--- config.mk ---
export PLATFORM = sky130hd
export DESIGN_NAME = tlb_refill_ctrl
export DESIGN_NICKNAME = d
export VERILOG_FILES = /design/src/rtl/tlb_refill_ctrl.sv
export SDC_FILE = /design/constraint.sdc
export NUM_CORES = 1
export LEC_CHECK = 0
export ABC_CLOCK_PERIOD_IN_PS = 4180
export CORE_MARGIN = 10
export CORE_UTILIZATION = 35
export CTS_CLUSTER_SIZE = 40
export DETAILED_ROUTE_END_ITERATION = 16
export GPL_TIMING_DRIVEN = 0
export PLACE_DENSITY = 0.63
export SLEW_MARGIN = 15
export SYNTH_ARGS = -nofsm -noshare
export SYNTH_HDL_FRONTEND = slang
export SYNTH_SLANG_ARGS = --single-unit
--- constraint.sdc ---
create_clock -name clk -period 4.18 [get_ports clk]
set_clock_uncertainty 0.2 [all_clocks]
set_input_delay 0.627 -clock clk [delete_from_list [all_inputs] [get_ports clk]]
set_output_delay 0.627 -clock clk [all_outputs]
set_load 0.01 [all_outputs]
--- src/rtl/tlb_refill_ctrl.sv ---
// tlb_refill_ctrl: page-table walker shared by the ITLB and DTLB.
// Arbitrates level-sensitive miss requests (data side first), reads one PTE
// from a single-level table at ptbr + vpn*4, then either fills the requesting
// TLB or raises a page fault held until the pipeline kills it.
// Ports:
//   clk, rst          clock, synchronous active-low reset
//   ptbr              page table base byte address
//   d_miss/d_vpn      DTLB miss request and VPN
//   i_miss/i_vpn      ITLB miss request and VPN
//   kill              pipeline flush: abort walk / clear fault
//   mem_req/mem_addr  PTE read request (held until mem_ready)
//   mem_ready         request accepted
//   mem_rvalid/rdata  PTE response (bit31 valid, low PPN_W bits ppn)
//   d/i_write_en      one-cycle TLB fill strobes
//   write_vpn/ppn     fill translation
//   busy              walk or fault in progress
//   page_fault        invalid PTE, with fault_src (1=data) and fault_vpn
//   walk_count        completed fills, saturating
//   fault_count       faults, saturating
module tlb_refill_ctrl #(
  parameter int VPN_W  = 20,
  parameter int PPN_W  = 8,
  parameter int ADDR_W = 32,
  parameter int CNT_W  = 16
) (
  input  logic              clk,
  input  logic              rst,
  input  logic [ADDR_W-1:0] ptbr,
  input  logic              d_miss,
  input  logic [VPN_W-1:0]  d_vpn,
  input  logic              i_miss,
  input  logic [VPN_W-1:0]  i_vpn,
  input  logic              kill,
  output logic              mem_req,
  output logic [ADDR_W-1:0] mem_addr,
  input  logic              mem_ready,
  input  logic              mem_rvalid,
  input  logic [31:0]       mem_rdata,
  output logic              d_write_en,
  output logic              i_write_en,
  output logic [VPN_W-1:0]  write_vpn,
  output logic [PPN_W-1:0]  write_ppn,
  output logic              busy,
  output logic              page_fault,
  output logic              fault_src,
  output logic [VPN_W-1:0]  fault_vpn,
  output logic [CNT_W-1:0]  walk_count,
  output logic [CNT_W-1:0]  fault_count
);

  typedef enum logic [2:0] {IDLE, REQ, WAIT, FILL, FAULT, DRAIN} state_e;

  // Sum width covers both operands so the truncation to ADDR_W is explicit.
  localparam int SUM_W = (ADDR_W > VPN_W + 2) ? ADDR_W : VPN_W + 2;

  state_e              state_q, state_d;
  logic [VPN_W-1:0]    vpn_q, vpn_d;
  logic                src_q, src_d;
  logic [ADDR_W-1:0]   mem_addr_q, mem_addr_d;
  logic [VPN_W-1:0]    write_vpn_q, write_vpn_d;
  logic [PPN_W-1:0]    write_ppn_q, write_ppn_d;
  logic                fault_src_q, fault_src_d;
  logic [VPN_W-1:0]    fault_vpn_q, fault_vpn_d;
  logic [CNT_W-1:0]    walk_count_q, fault_count_q;
  logic                mem_req_q, busy_q, page_fault_q;
  logic                d_write_en_q, i_write_en_q;
  logic                walk_inc, fault_inc;
  logic [VPN_W-1:0]    sel_vpn;
  logic [SUM_W-1:0]    pte_sum;

  assign sel_vpn = d_miss ? d_vpn : i_vpn;
  assign pte_sum = SUM_W'(ptbr) + SUM_W'({sel_vpn, 2'b00});

  always_comb begin
    state_d     = state_q;
    vpn_d       = vpn_q;
    src_d       = src_q;
    mem_addr_d  = mem_addr_q;
    write_vpn_d = write_vpn_q;
    write_ppn_d = write_ppn_q;
    fault_src_d = fault_src_q;
    fault_vpn_d = fault_vpn_q;
    walk_inc    = 1'b0;
    fault_inc   = 1'b0;
    unique case (state_q)
      IDLE: begin
        if (!kill && (d_miss || i_miss)) begin
          vpn_d      = sel_vpn;
          src_d      = d_miss;
          mem_addr_d = pte_sum[ADDR_W-1:0];
          state_d    = REQ;
        end
      end
      REQ: begin
        // An accepted request must still have its response drained.
        if (mem_ready)  state_d = kill ? DRAIN : WAIT;
        else if (kill)  state_d = IDLE;
      end
      WAIT: begin
        if (mem_rvalid) begin
          if (kill) begin
            state_d = IDLE;
          end else if (mem_rdata[31]) begin
            write_vpn_d = vpn_q;
            write_ppn_d = mem_rdata[PPN_W-1:0];
            walk_inc    = 1'b1;
            state_d     = FILL;
          end else begin
            fault_src_d = src_q;
            fault_vpn_d = vpn_q;
            fault_inc   = 1'b1;
            state_d     = FAULT;
          end
        end else if (kill) begin
          state_d = DRAIN;
        end
      end
      FILL:    state_d = IDLE;
      FAULT:   if (kill) state_d = IDLE;
      DRAIN:   if (mem_rvalid) state_d = IDLE;
      default: state_d = IDLE;
    endcase
  end

  // Outputs are registered from the next state so they line up with it.
  always_ff @(posedge clk) begin
    if (!rst) begin
      state_q       <= IDLE;
      vpn_q         <= '0;
      src_q         <= 1'b0;
      mem_addr_q    <= '0;
      write_vpn_q   <= '0;
      write_ppn_q   <= '0;
      fault_src_q   <= 1'b0;
      fault_vpn_q   <= '0;
      walk_count_q  <= '0;
      fault_count_q <= '0;
      mem_req_q     <= 1'b0;
      busy_q        <= 1'b0;
      page_fault_q  <= 1'b0;
      d_write_en_q  <= 1'b0;
      i_write_en_q  <= 1'b0;
    end else begin
      state_q      <= state_d;
      vpn_q        <= vpn_d;
      src_q        <= src_d;
      mem_addr_q   <= mem_addr_d;
      write_vpn_q  <= write_vpn_d;
      write_ppn_q  <= write_ppn_d;
      fault_src_q  <= fault_src_d;
      fault_vpn_q  <= fault_vpn_d;
      mem_req_q    <= (state_d == REQ);
      busy_q       <= (state_d != IDLE);
      page_fault_q <= (state_d == FAULT);
      d_write_en_q <= (state_d == FILL) && src_d;
      i_write_en_q <= (state_d == FILL) && !src_d;
      if (walk_inc && (walk_count_q != '1))
        walk_count_q <= walk_count_q + CNT_W'(1);
      if (fault_inc && (fault_count_q != '1))
        fault_count_q <= fault_count_q + CNT_W'(1);
    end
  end

  assign mem_req     = mem_req_q;
  assign mem_addr    = mem_addr_q;
  assign d_write_en  = d_write_en_q;
  assign i_write_en  = i_write_en_q;
  assign write_vpn   = write_vpn_q;
  assign write_ppn   = write_ppn_q;
  assign busy        = busy_q;
  assign page_fault  = page_fault_q;
  assign fault_src   = fault_src_q;
  assign fault_vpn   = fault_vpn_q;
  assign walk_count  = walk_count_q;
  assign fault_count = fault_count_q;

endmodule

==> results.toml <==
[cells_and_area]
fin_nets = 1199
layout-drive-gt1-share_pct = 6.957
synthToLayoutAreaGrowth_pct = 43.65
diodes = 0
fill_cells = 1954
stdcell_area_sq_mm = 0.009858

[global_routing]
grt_usage_pct = 18.52
grt_overflow = 0
grt_pass1_vias = 6730
grt_max_degree = 17
grt_pass1_wl_mm = 37.91
antenna_found_initial = 0

[flow_run]
max_cap_violations = 0

[synth]
ys_async_sr_fraction_pct = 0
syn-num-nets = 977
ys.warnings.count = 0
synth.yosys.seq_area_share_pct = 41.42
yosys.area.top_type = "dfxtp_1"
synth_edf_count = 0
synthDistinctLibCells = 58
syn-cell-area_sq_mm = 0.006863
synth_common_cells = "nand2_1, dfxtp_1, a21oi_1"
ys.flop_type = "dfxtp_1"
ys_seq_elements = 142
yosysTopAreaCellShare_pct = 41.42
yosysMostFrequentCell = "nand2_1"
syn-instance-count = 843
synth_area_per_cell_sq_um = 8.141
netlist_top_cells_area = "dfxtp_1, nand2_1, a21oi_1"

[routing]
vias = 6705
ant_nets = 0
drtIter0Drc = 482
drc = 0
wl_mm = 24.02
drt_first_pass_iters = 4
via_per_inst = 4.993
post_drt_wl_per_cell_um = 17.88

[critical_path]
r2r_end = "mem_addr[22]"
worst_r2r_path_depth = 7
endpoint = "mem_addr[26]"
crit_path_start_kind = "input port"
cp-startpoint = "d_miss"
cp-end-kind = "flop"
cp.required_ns = 4.33
arrival_ns = 4.10
cp_max_fo = 10
worstSetupPathType = "in2reg"
r2r_slack_ns = 1.67
reg2reg_from = "state_q[2]"

[power_and_ir_drop]
p_total_mw = 3.684
vdd_drop_max_v = 0.0002879
power.density_mw_per_mm2 = 373.7
leakage_nw = 3.530

[placed_design]
hpwl_mm = 18.59
place.gp.congestion = 0.8801
io_buffers = 204
place_area_sq_mm = 0.009236

[clock_tree]
cts_tree = "yes"
clkLatencyLatePin_ns = 0.42
root_buffer = "clkbuf_16"
cts_inserted_buffers = 17
holdBufCountCts = 0
htreeDepth = 4
path_clk_slew_ns = 0.06
cts.sinks = 142
clockBufferDepth = 2

[timing]
hold_slack_ns = 0.2488
hold_violations = 0
report.final.slew_viol_count = 0
rsz0062_at_grt = "false"
relSlewSlack_pct = 47.12
fmax_mhz = 253.2
post-route-period-util_pct = 94.50
worst_slew_pin_slew_ns = 0.7933
setup_viol = 0
fin_tns_setup_ns = 0
post-route-min-period_ns = 3.950

[die]
initial_core_util_pct = 35.38
rows = 51
num_io_pins = 229
die_x_um = 160.0
coreArea_sq_mm = 0.01940
dieArea_sq_mm = 0.02561
die_y_um = 160.0

[min_path]
hold_class = "reg2reg"

[outcome]
outcome = "finished clean"
==> critical path, cell delays in order <==
cell             delay [ns]
clkdlybuf4s50_1        0.64
clkbuf_4               0.33
mux2_2                 0.24
ha_1                   0.17
inv_1                  0.05
fa_1                   0.41
and2b_2                0.27
o2111ai_4              0.15
a31oi_4                0.31
a2111oi_4              0.12
or2_4                  0.28
or3_1                  0.35
a31oi_1                0.15
==> worst min path at each step <==
stage,startpoint,endpoint,slack (ns),cells after the start
3_3_place_gp,mem_addr[10],mem_addr[10],0.24,2
2_1_floorplan,src_q,fault_src,0.23,2
3_5_place_dp,mem_addr[7],mem_addr[7],0.24,2
5_1_grt,mem_addr[7],mem_addr[7],0.26,2
6_report,mem_addr[7],mem_addr[7],0.25,2
4_1_cts,mem_addr[7],mem_addr[7],0.25,2
==> cell families after synthesis <==
| kind of cell | synth area share, % |
|---|---|
| mux | 4.285 |
| simple gates | 22.01 |
| xor+xnor | 5.998 |
| buf+inv | 3.355 |
| fa+ha+maj | 4.303 |
| compound gates | 18.63 |
| flops | 41.42 |
==> per-stage QoR <==
| step | util, % | instances | setup slack, ns |
|---|---|---|---|
| after global routing | 50.82 | 1343 | 0.008092 |
| after global placement | 47.61 | 1312 | -0.5810 |
| after CTS | 50.82 | 1344 | 0.06032 |
| after detailed placement | 47.61 | 1312 | -0.5949 |
| final | 50.82 | 1343 | 0.2300 |
| after floorplan | - | 843 | 0.6838 |
==> layer usage <==
layer	global-route usage (%)	up-vias	part of all wire, %
met3	4.884	19	6.2
met4	5.050	0	1.2
li1	-	3365	-
met5	0	-	0
met2	28.94	186	45
met1	24.64	3135	47
==> layout by cell type (no fill, tap or decap), types with 5 or more instances in the layout <==
master / instances
xnor2_1: 24
ha_1: 22
buf_2: 8
nand3_1: 19
nand2_1: 198
a31oi_1: 7
clkbuf_1: 34
a21o_1: 14
inv_1: 14
nor2_1: 52
clkdlybuf4s50_1: 204
and3_1: 9
and2_1: 5
xor2_1: 23
mux2i_1: 8
nand4_1: 14
mux2_2: 19
nor3_1: 9
nor3b_1: 5
nor4_1: 5
clkbuf_16: 17
or3_1: 10
o21a_1: 6
a21oi_1: 114
o21ai_0: 25
dfxtp_1: 142
==> power breakdown <==
part           leakage, nW  switching (mW)  internal (mW)
Clock                0.296           0.612           1.01
Combinational         2.08           0.339          0.290
Sequential            1.15          0.0318           1.41
==> layout make-up <==
class	count	area, sq um	area share [%]
multi-input cells	642	3790	38.44
repair buffers	204	2042	20.71
inverters	14	52.55	0.5331
well taps	265	331.6	3.363
clock inverters	12	183.9	1.866
flip-flops and latches	142	2843	28.84
clock buffers	20	436.7	4.430
plain buffers	44	178.9	1.815
==> state kept, by name, summed over array words and instances, names as in the netlist <==
register and flops:
mem_addr 32, fault_vpn 20, vpn_q 20, write_vpn 20
fault_count 16, walk_count 16, write_ppn 8, state_q 3
busy 1, d_write_en 1, fault_src 1, i_write_en 1
mem_req 1, page_fault 1, src_q 1
==> repair_timing <==
action | 4_1_cts | 5_1_grt
buffers inserted | 0 | 0
endpoints found under the setup margin | 4 | 9
resized for setup | 1 | 3
No activity file was read; power rests on OpenSTA's default activity.
